$ cat src/rtl/mem_access_arbiter_if.sv
// rtl/mem_access_arbiter_if.sv - client request/ack bundle plus memory port for mem_access_arbiter
// Ports (slave = arbiter view):
//   req/req_wr/req_addr/req_wdata  in   per-client request, op, address, write data (client i at slice i)
//   req_ack/rsp_rdata              out  one-cycle completion pulse per client, read data valid with ack
//   gnt_id/busy/init_done          out  client being served, non-idle flag, clear sweep finished
//   mem_wr_rd/mem_addr/mem_din     out  single-port memory control/address/write data
//   mem_dout                       in   registered memory read data
interface mem_access_arbiter_if #(
    parameter int NUM_REQ = 2,
    parameter int ADDR_W  = 6,
    parameter int DATA_W  = 8
) ();
    logic [NUM_REQ-1:0]        req;
    logic [NUM_REQ-1:0]        req_wr;
    logic [NUM_REQ*ADDR_W-1:0] req_addr;
    logic [NUM_REQ*DATA_W-1:0] req_wdata;
    logic [NUM_REQ-1:0]        req_ack;
    logic [DATA_W-1:0]         rsp_rdata;
    logic [2:0]                gnt_id;
    logic                      busy;
    logic                      init_done;
    logic                      mem_wr_rd;
    logic [ADDR_W-1:0]         mem_addr;
    logic [DATA_W-1:0]         mem_din;
    logic [DATA_W-1:0]         mem_dout;

    modport slave (
        input  req, req_wr, req_addr, req_wdata, mem_dout,
        output req_ack, rsp_rdata, gnt_id, busy, init_done, mem_wr_rd, mem_addr, mem_din
    );

    modport master (
        output req, req_wr, req_addr, req_wdata, mem_dout,
        input  req_ack, rsp_rdata, gnt_id, busy, init_done, mem_wr_rd, mem_addr, mem_din
    );
endinterface

$ cat src/rtl/mem_access_arbiter.sv
// rtl/mem_access_arbiter.sv - round-robin arbiter sharing one single-port memory among NUM_REQ clients
// Ports:
//   i_clk  in  single clock, all logic on posedge
//   i_rst  in  synchronous active-high reset
//   bus    mem_access_arbiter_if.slave: client req/ack handshake and memory port
// Every output is a register loaded from the next-state logic, so the registered
// outputs always describe the state the FSM is currently in.
module mem_access_arbiter #(
    parameter int NUM_REQ        = 2,
    parameter int ADDR_W         = 6,
    parameter int DATA_W         = 8,
    parameter int DEPTH          = 64,
    parameter int CLEAR_ON_RESET = 1
) (
    input  logic                i_clk,
    input  logic                i_rst,
    mem_access_arbiter_if.slave bus
);
    localparam int         CNT_W    = ADDR_W + 1;
    localparam logic [2:0] LAST_RST = 3'(NUM_REQ - 1);
    localparam logic       CLEAR    = (CLEAR_ON_RESET != 0);

    typedef enum logic [2:0] {
        S_INIT,
        S_IDLE,
        S_ISSUE,
        S_RD_WAIT,
        S_RESP
    } state_t;

    state_t              r_state, w_state;
    logic [CNT_W-1:0]    r_cnt, w_cnt;
    logic [NUM_REQ-1:0]  r_ack, w_ack;
    logic [DATA_W-1:0]   r_rdata, w_rdata;
    logic [2:0]          r_gnt, w_gnt;
    logic [2:0]          r_last, w_last;
    logic                r_busy, r_init_done;
    logic                r_mem_wr_rd, w_mem_wr_rd;
    logic [ADDR_W-1:0]   r_mem_addr, w_mem_addr;
    logic [DATA_W-1:0]   r_mem_din, w_mem_din;

    logic                w_found;
    logic [2:0]          w_win;
    logic                w_win_wr;
    logic [ADDR_W-1:0]   w_win_addr;
    logic [DATA_W-1:0]   w_win_wdata;
    logic [NUM_REQ-1:0]  w_gnt_onehot;

    // Round-robin search: try distances 1..NUM_REQ after the last grant, first set request wins.
    always_comb begin : arbitrate
        w_found     = 1'b0;
        w_win       = r_last;
        w_win_wr    = 1'b0;
        w_win_addr  = '0;
        w_win_wdata = '0;
        for (int k = 1; k <= NUM_REQ; k++) begin
            for (int i = 0; i < NUM_REQ; i++) begin
                if (!w_found && bus.req[i] && (i == (int'(r_last) + k) % NUM_REQ)) begin
                    w_found     = 1'b1;
                    w_win       = 3'(i);
                    w_win_wr    = bus.req_wr[i];
                    w_win_addr  = bus.req_addr[i*ADDR_W +: ADDR_W];
                    w_win_wdata = bus.req_wdata[i*DATA_W +: DATA_W];
                end
            end
        end
    end

    always_comb begin : gnt_decode
        w_gnt_onehot = '0;
        for (int i = 0; i < NUM_REQ; i++) begin
            w_gnt_onehot[i] = (r_gnt == 3'(i));
        end
    end

    always_comb begin : next_state
        w_state     = r_state;
        w_cnt       = r_cnt;
        w_ack       = '0;
        w_rdata     = r_rdata;
        w_gnt       = r_gnt;
        w_last      = r_last;
        w_mem_wr_rd = 1'b0;
        w_mem_addr  = r_mem_addr;
        w_mem_din   = r_mem_din;
        case (r_state)
            S_INIT: begin
                // r_cnt is the next address to clear; it reaches DEPTH once the last write is on the port.
                if (r_cnt == CNT_W'(DEPTH)) begin
                    w_state    = S_IDLE;
                    w_mem_addr = '0;
                    w_mem_din  = '0;
                end else begin
                    w_mem_wr_rd = 1'b1;
                    w_mem_addr  = r_cnt[ADDR_W-1:0];
                    w_mem_din   = '0;
                    w_cnt       = r_cnt + 1'b1;
                end
            end
            S_IDLE: begin
                w_mem_addr = '0;
                w_mem_din  = '0;
                if (w_found) begin
                    w_state     = S_ISSUE;
                    w_gnt       = w_win;
                    w_last      = w_win;
                    w_mem_wr_rd = w_win_wr;
                    w_mem_addr  = w_win_addr;
                    w_mem_din   = w_win_wdata;
                end
            end
            S_ISSUE: begin
                // r_mem_wr_rd still holds the latched op of the winner during ISSUE.
                if (r_mem_wr_rd) begin
                    w_state = S_RESP;
                    w_ack   = w_gnt_onehot;
                end else begin
                    w_state = S_RD_WAIT;
                end
            end
            S_RD_WAIT: begin
                w_rdata = bus.mem_dout;
                w_state = S_RESP;
                w_ack   = w_gnt_onehot;
            end
            S_RESP: begin
                w_state    = S_IDLE;
                w_mem_addr = '0;
                w_mem_din  = '0;
            end
            default: begin
                w_state = S_IDLE;
            end
        endcase
    end

    always_ff @(posedge i_clk) begin
        if (i_rst) begin
            r_state     <= CLEAR ? S_INIT : S_IDLE;
            r_cnt       <= '0;
            r_ack       <= '0;
            r_rdata     <= '0;
            r_gnt       <= '0;
            r_last      <= LAST_RST;
            r_busy      <= CLEAR;
            r_init_done <= 1'b0;
            r_mem_wr_rd <= 1'b0;
            r_mem_addr  <= '0;
            r_mem_din   <= '0;
        end else begin
            r_state     <= w_state;
            r_cnt       <= w_cnt;
            r_ack       <= w_ack;
            r_rdata     <= w_rdata;
            r_gnt       <= w_gnt;
            r_last      <= w_last;
            r_busy      <= (w_state != S_IDLE);
            r_init_done <= r_init_done | (w_state == S_IDLE);
            r_mem_wr_rd <= w_mem_wr_rd;
            r_mem_addr  <= w_mem_addr;
            r_mem_din   <= w_mem_din;
        end
    end

    assign bus.req_ack   = r_ack;
    assign bus.rsp_rdata = r_rdata;
    assign bus.gnt_id    = r_gnt;
    assign bus.busy      = r_busy;
    assign bus.init_done = r_init_done;
    assign bus.mem_wr_rd = r_mem_wr_rd;
    assign bus.mem_addr  = r_mem_addr;
    assign bus.mem_din   = r_mem_din;
endmodule

$ cat src/flat_wrapper.sv
// flat-port wrapper written by rule: the top's interface ports become plain ports
module mem_access_arbiter_flat 
#(
    parameter int NUM_REQ        = 2,
    parameter int ADDR_W         = 6,
    parameter int DATA_W         = 8,
    parameter int DEPTH          = 64,
    parameter int CLEAR_ON_RESET = 1
)
  (i_clk, i_rst, bus_req, bus_req_wr, bus_req_addr, bus_req_wdata, bus_mem_dout, bus_req_ack, bus_rsp_rdata, bus_gnt_id, bus_busy, bus_init_done, bus_mem_wr_rd, bus_mem_addr, bus_mem_din);
  mem_access_arbiter_if #(.NUM_REQ(NUM_REQ), .ADDR_W(ADDR_W), .DATA_W(DATA_W)) bus_i ();
  input  logic i_clk;
  input  logic i_rst;
  input wire logic [$bits(bus_i.req)-1:0] bus_req;
  input wire logic [$bits(bus_i.req_wr)-1:0] bus_req_wr;
  input wire logic [$bits(bus_i.req_addr)-1:0] bus_req_addr;
  input wire logic [$bits(bus_i.req_wdata)-1:0] bus_req_wdata;
  input wire logic [$bits(bus_i.mem_dout)-1:0] bus_mem_dout;
  output wire logic [$bits(bus_i.req_ack)-1:0] bus_req_ack;
  output wire logic [$bits(bus_i.rsp_rdata)-1:0] bus_rsp_rdata;
  output wire logic [$bits(bus_i.gnt_id)-1:0] bus_gnt_id;
  output wire logic [$bits(bus_i.busy)-1:0] bus_busy;
  output wire logic [$bits(bus_i.init_done)-1:0] bus_init_done;
  output wire logic [$bits(bus_i.mem_wr_rd)-1:0] bus_mem_wr_rd;
  output wire logic [$bits(bus_i.mem_addr)-1:0] bus_mem_addr;
  output wire logic [$bits(bus_i.mem_din)-1:0] bus_mem_din;
  assign bus_i.req = bus_req;
  assign bus_i.req_wr = bus_req_wr;
  assign bus_i.req_addr = bus_req_addr;
  assign bus_i.req_wdata = bus_req_wdata;
  assign bus_i.mem_dout = bus_mem_dout;
  assign bus_req_ack = bus_i.req_ack;
  assign bus_rsp_rdata = bus_i.rsp_rdata;
  assign bus_gnt_id = bus_i.gnt_id;
  assign bus_busy = bus_i.busy;
  assign bus_init_done = bus_i.init_done;
  assign bus_mem_wr_rd = bus_i.mem_wr_rd;
  assign bus_mem_addr = bus_i.mem_addr;
  assign bus_mem_din = bus_i.mem_din;
  mem_access_arbiter #(.NUM_REQ(NUM_REQ), .ADDR_W(ADDR_W), .DATA_W(DATA_W), .DEPTH(DEPTH), .CLEAR_ON_RESET(CLEAR_ON_RESET)) u_core (.i_clk(i_clk), .i_rst(i_rst), .bus(bus_i));
endmodule
$ cat config.mk
export PLATFORM = sky130hd
export DESIGN_NAME = mem_access_arbiter_flat
export DESIGN_NICKNAME = d
export VERILOG_FILES = /design/src/rtl/mem_access_arbiter_if.sv /design/src/rtl/mem_access_arbiter.sv /design/src/flat_wrapper.sv
export SDC_FILE = /design/constraint.sdc
export NUM_CORES = 1
export LEC_CHECK = 0
export BUFFER_PORTS_ARGS = -buffer_cell sky130_fd_sc_hd__buf_4
export CAP_MARGIN = 25
export CORE_ASPECT_RATIO = 0.8
export CORE_UTILIZATION = 48
export CTS_CLUSTER_DIAMETER = 120
export CTS_CLUSTER_SIZE = 20
export DETAILED_ROUTE_END_ITERATION = 16
export GPL_TIMING_DRIVEN = 1
export PLACE_DENSITY = 0.77
export SLEW_MARGIN = 20
export SYNTH_ARGS = -nofsm -noshare
export SYNTH_HDL_FRONTEND = slang
export SYNTH_SLANG_ARGS = --single-unit
export TNS_END_PERCENT = 10
$ cat constraint.sdc
create_clock -name i_clk -period 2.31 [get_ports i_clk]
set_clock_uncertainty 0.15 [all_clocks]
set_input_delay 0 -clock i_clk [delete_from_list [all_inputs] [get_ports i_clk]]
set_output_delay 0 -clock i_clk [all_outputs]
set_load 0.005 [all_outputs]
## Word-level counts from Yosys, hierarchy flattened

Index checks and enable logic that the tools add are counted.

- Bits of input ports: 42
- Logic and storage cells: 81
- Output and inout port bits: 30
- Bits in registers: 43

- Reduce and logical (&&, ||, !) cells: 19
- Bitwise gates (word level): 4
- Muxes and demuxes: 34
- Add/subtract/negate cells: 3
- Equal/unequal tests: 10

Operators by type and width:

| kind | number |
|---|---|
| $logic_not 32->1 | 2 |
| $mux 8 | 5 |
| $mux 6 | 6 |
| $mux 3 | 7 |
| $pmux 6 s3 | 1 |
| $pmux 8 s2 | 1 |
| $pmux 3 s4 | 1 |
| $mux 1 | 10 |
| $eq 3x1->1 const B | 3 |
| $add 7x1->7 const B | 1 |
| $eq 7x7->1 const B | 1 |
| $logic_and 1x1->1 | 7 |
| $eq 3x2->1 const B | 2 |
| $logic_not 3->1 | 2 |
| $eq 2x2->1 const A | 2 |
| $pmux 2 s2 | 1 |
| $reduce_and 2->1 | 2 |
| $eq 3x3->1 const B | 1 |
| $logic_not 1->1 | 3 |
| $ne 3x1->1 const B | 1 |
| $reduce_bool 3->1 | 1 |
| $add 1x1->1 const B | 2 |
| $and 1x1->1 const A | 2 |
| $mux 2 | 1 |
| 5 further kinds | 5 |

## Logic depth before layout (Yosys ltp)

- Word-level depth: 21
- Mapped depth: 6
- Depth with buffers taken out: 6

## Worst setup path after synthesis

OpenSTA, ideal clock, no wires.

- Kind: register to register
- Start: reg u_core.r_cnt[3]
- End: reg u_core.r_mem_addr[0] (netlist: u_core.bus.mem_addr[0])
- Clock period less this slack: 1.692 ns
- Required time: 2.015 ns
- Setup time: 0.145 ns
- Stages on the path, launching flop included: 5
- Slack: 0.618 ns
- Path buffers: 0
- Arrival time: 1.396 ns
- Path through: dfxtp_1 -> or4_4 -> or2_4 -> a32oi_1 -> a211oi_1

- Word-level cells in the longest chain between the ends: 3

RTL lines:

| element | RTL line | source |
|---|---|---|
| start, declared | mem_access_arbiter.sv:32 | `logic [CNT_W-1:0] r_cnt, w_cnt;` |
| start signal, assigned | mem_access_arbiter.sv:152 | `r_cnt <= w_cnt;` |
| $eq 7x7->1 | mem_access_arbiter.sv:89 | `if (r_cnt == CNT_W'(DEPTH)) begin` |
| $mux 6 | mem_access_arbiter.sv:89 |  |
| $pmux 6 s3 | mem_access_arbiter.sv:86 | `case (r_state)` |
| end signal, assigned | mem_access_arbiter.sv:160 | `r_mem_addr <= w_mem_addr;` |
| end, declared | mem_access_arbiter.sv:39 | `logic [ADDR_W-1:0] r_mem_addr, w_mem_addr;` |

No other way between the ends.
A chain may end at the register's enable or synchronous reset.

## Worst setup path in the final report

- Start: reg u_core.r_state[0]
- End: reg u_core.r_rdata[2] (netlist: u_core.bus.rsp_rdata[2])

- Word-level cells in the longest chain between the ends: 1

RTL lines:

| element | RTL line | source |
|---|---|---|
| start, declared | mem_access_arbiter.sv:31 | `state_t r_state, w_state;` |
| start signal, assigned | mem_access_arbiter.sv:139 | `r_state <= CLEAR ? S_INIT : S_IDLE;` |
| start signal, assigned | mem_access_arbiter.sv:151 | `r_state <= w_state;` |
| $eq 3x2->1 | mem_access_arbiter.sv:86 |  |
| end signal, assigned | mem_access_arbiter.sv:154 | `r_rdata <= w_rdata;` |
| end, declared | mem_access_arbiter.sv:34 | `logic [DATA_W-1:0] r_rdata, w_rdata;` |

No other way between the ends.

==> summary.txt <==
Detailed routing
  – Total wire length: 4.83 mm
  – Pre-antenna DRT Iters: 4
  – Via count of the routed design: 1800
  – Antenna viol nets, final: 0
  – DRT iter0 DRCs: about 120
  – DRC violations left: 0
  – Vias per std cell: 5.44
  – WL/cell: around 15 um

Power and ir drop
  – Net Sw Power: 295 uW
  – Sw Ratio: 21.7%
  – P_int: 1070 uW
  – Flop pwr share: roughly half
  – Power density cells: approximately 500 mW/mm2
  – Clock share of power: 36.3%
  – Leak pwr: roughly 0.0013 uW
  – Peak supply drop: 0.449 mV
  – Combinational Power Share: 13.0%

Logic synthesis
  – Seq/Total Area, Yosys: roughly 44%
  – #FFs+latches synth: 39
  – EDFF count, synth: 0
  – Post-Syn Instances: 188
  – Mapped Area: about 0.0018 mm2
  – Synth Area per Inst: 9.48 um2
  – Synth top area cells: dfxtp_1 44%, a32o_1 7.9%, nor2_1 7.0%, mux2i_1 4.5%, a22oi_1 3.8%
  – Warnings from Yosys: 0
  – Most frequent cell after synthesis: dfxtp_1
  – Yosys top cell by area: dfxtp_1
  – Synth async-reset ratio: 0%
  – Most used DFF post-synth: dfxtp_1
  – Library cells used by synthesis: 41
  – Top cell type's share of synthesized area: 43.8%
  – Ranking of synthesized cells by instance count: 39 x dfxtp_1, 33 x nor2_1, 14 x a32o_1

Clocking
  – Sink Count: 39
  – CTS buffer count: 5
  – Clk_lat worst skew: 290 ps
  – Root buf cell: clkbuf_8
  – CTS tree: built
  – H-tree depth: 2
  – Post-CTS setup buffers: 0
  – Reg clk slew, reported paths: 70 ps
  – Clk buf depth: 2

Setup path
  – Arr. time, crit path: ~2200 ps
  – Crit-path slowest cell: dfxtp_1
  – CP Launch Point: u_core.r_state[0]
  – Crit-path cells: nand3_2 -> mux2i_1 -> nor2_1 -> dlygate4sd3_1
  – R2r setup slk: approximately 150 ps
  – R2R Path End: u_core.bus.rsp_rdata[2]
  – Crit path to: u_core.bus.rsp_rdata[2]
  – RR Startpoint: u_core.r_state[0]
  – CP Max Fanout: 14
  – Setup crit start kind: flop
  – R2R depth: 4
  – CP Class: reg -> reg
  – Crit. End Element: flop
  – WP data required: roughly 2300 ps
  – Crit-path max cell delay: 630 ps

Timing
  – Worst-Margin Slew: between 500 and 600 ps
  – Final Slew Violations: 0
  – FMAX: 463 MHz
  – Setup TNS: 0 ps
  – Final setup viols: 0
  – Slew Limit Headroom: approximately 61%
  – Final worst path period need: 2160 ps
  – RSZ-0062 raised after global routing: false
  – Final hold viol count: 0
  – Period utilization: 93.5%

Finish
  – Net count, final: around 330
  – Ant diodes: 0
  – Layout area overhead: 53.8%
  – Proportion of layout cells with a drive suffix above 1: between 30% and 40%
  – Non-Filler Instances: 331

Die
  – Initial Util: between 50% and 60%
  – Die height: approximately 56 um
  – CORE AREA: 0.00349 mm2
  – Die ar.: 0.00396 mm2
  – Die Wd: 70.1 um
  – Row count: 19
  – # IOs: 72

Global route
  – Initial antenna violation count: 0
  – Global-route wire length before repair: approximately 7.9 mm
  – Vias in the first global route: about 1800
  – Total gr overflow: 0
  – Gr usage total: 25.0%
  – Largest net degree at the start of global routing: 38

Placement
  – DPL Wire Length: 2.81 mm
  – Placed cell count: roughly 290
  – Port Buf Inserts: 69
  – GP Congestion: between 0.7 and 0.8

Flow run
  – Max-cap violations: 0

Worst hold path
  – Worst min path class: in -> reg

Outcome
  – Status: finished, final reports clean
[power groups by stage]
stage | Sequential [uW] | Combinational (uW) | Clock (uW)
after detailed placement | 706 | 129 | 0
final | 691 | 177 | 495
after floorplan | 703 | 64.1 | 0
after global routing | 692 | 191 | 534
after global placement | 706 | 130 | 0
after CTS | 690 | 173 | 503
[cells by family (layout without fill, tap and decap cells)]
group | after synthesis | in the layout | share of synthesized area (%)
DFF | 39 | 39 | 43.8
other | 1 | 2 | 0.210
AOI/OAI and AO/OA | 46 | 46 | 21.3
buffers and inverters | 20 | 120 | 6.74
xor gates and xnor gates | 7 | 7 | 3.44
muxes | 8 | 8 | 4.49
adders and majority gates | 2 | 2 | 1.40
and+or+nand+nor | 65 | 65 | 18.5
[worst max-delay path, delay by kind of cell (launching register included)]
family        cells  cell delay (ps)
buf+inv           1              570
flops             1              630
mux               1              260
simple gates      2              440
[worst min-delay path by stage]
stage                      from                      end  cells past startpoint
5_1_grt         bus_req_addr[9]   u_core.bus.mem_addr[3]                      4
6_report       bus_req_addr[10]   u_core.bus.mem_addr[4]                      4
3_5_place_dp    bus_mem_dout[4]  u_core.bus.rsp_rdata[4]                      3
3_3_place_gp    bus_mem_dout[5]  u_core.bus.rsp_rdata[5]                      3
4_1_cts        bus_req_addr[10]   u_core.bus.mem_addr[4]                      4
2_1_floorplan   bus_mem_dout[0]  u_core.bus.rsp_rdata[0]                      2
[registers in the layout, summed over array words and instances, names as in the netlist]
| name | count |
|---|---|
| u_core.r_last | 1 |
| u_core.bus.mem_wr_rd | 1 |
| u_core.bus.req_ack | 2 |
| u_core.bus.busy | 1 |
| u_core.r_state | 3 |
| u_core.bus.mem_din | 8 |
| u_core.bus.init_done | 1 |
| u_core.r_cnt | 7 |
| u_core.bus.gnt_id | 1 |
| u_core.bus.rsp_rdata | 8 |
| u_core.bus.mem_addr | 6 |
[metrics by stage]
stage	worst slack (ps)	instance area, um2	power, uW	utilization, %	hold WS [ps]
3_3_place_gp	534	2270	835	65.1	76.8
5_1_grt	12.3	2740	1420	78.4	78.2
4_1_cts	49.7	2730	1370	78.2	35.1
2_1_floorplan	618	1790	767	-	-6.06
6_report	150	2740	1360	78.4	33.3
3_5_place_dp	524	2270	835	65.1	86.6
[layer usage]
layer  vias up  track usage [%]  routed length, um  share of wire [%]
met3        11             6.28                353                7.3
li1        886                -                  -                  -
met1       820             31.6               2130                 44
met4         0             8.00                 96                2.0
met5         -                0                  0                  0
met2        83             42.0               2250                 47
[timing repair]
item	4_1_cts	5_1_grt
endpoints found under the hold margin	27	0
gates resized for setup	0	2
hold buffers	36	0
endpoints found under the setup margin	0	8
[cells in the final DEF (no fill, tap or decap), types with 4 or more instances in the layout]
cell type and n:
clkbuf_8 7, xor2_1 6, a22oi_1 9, a21oi_1 5
nor3_1 9, dfxtp_1 38, inv_1 4, dlygate4sd3_1 36
a221oi_1 4, nor2_1 33, buf_4 72, mux2i_1 8
a32o_1 14
[cell type report]
class                           instances  area [um2]
Inverter                                4        15.0
Timing Repair Buffer                  108         901
Tap cell                               42        52.6
Clock buffer                            8         100
Multi-Input combinational cell        130         890
Fill cell                             236         754
Sequential cell                        39         782
Power figures use the tool's default switching activity.
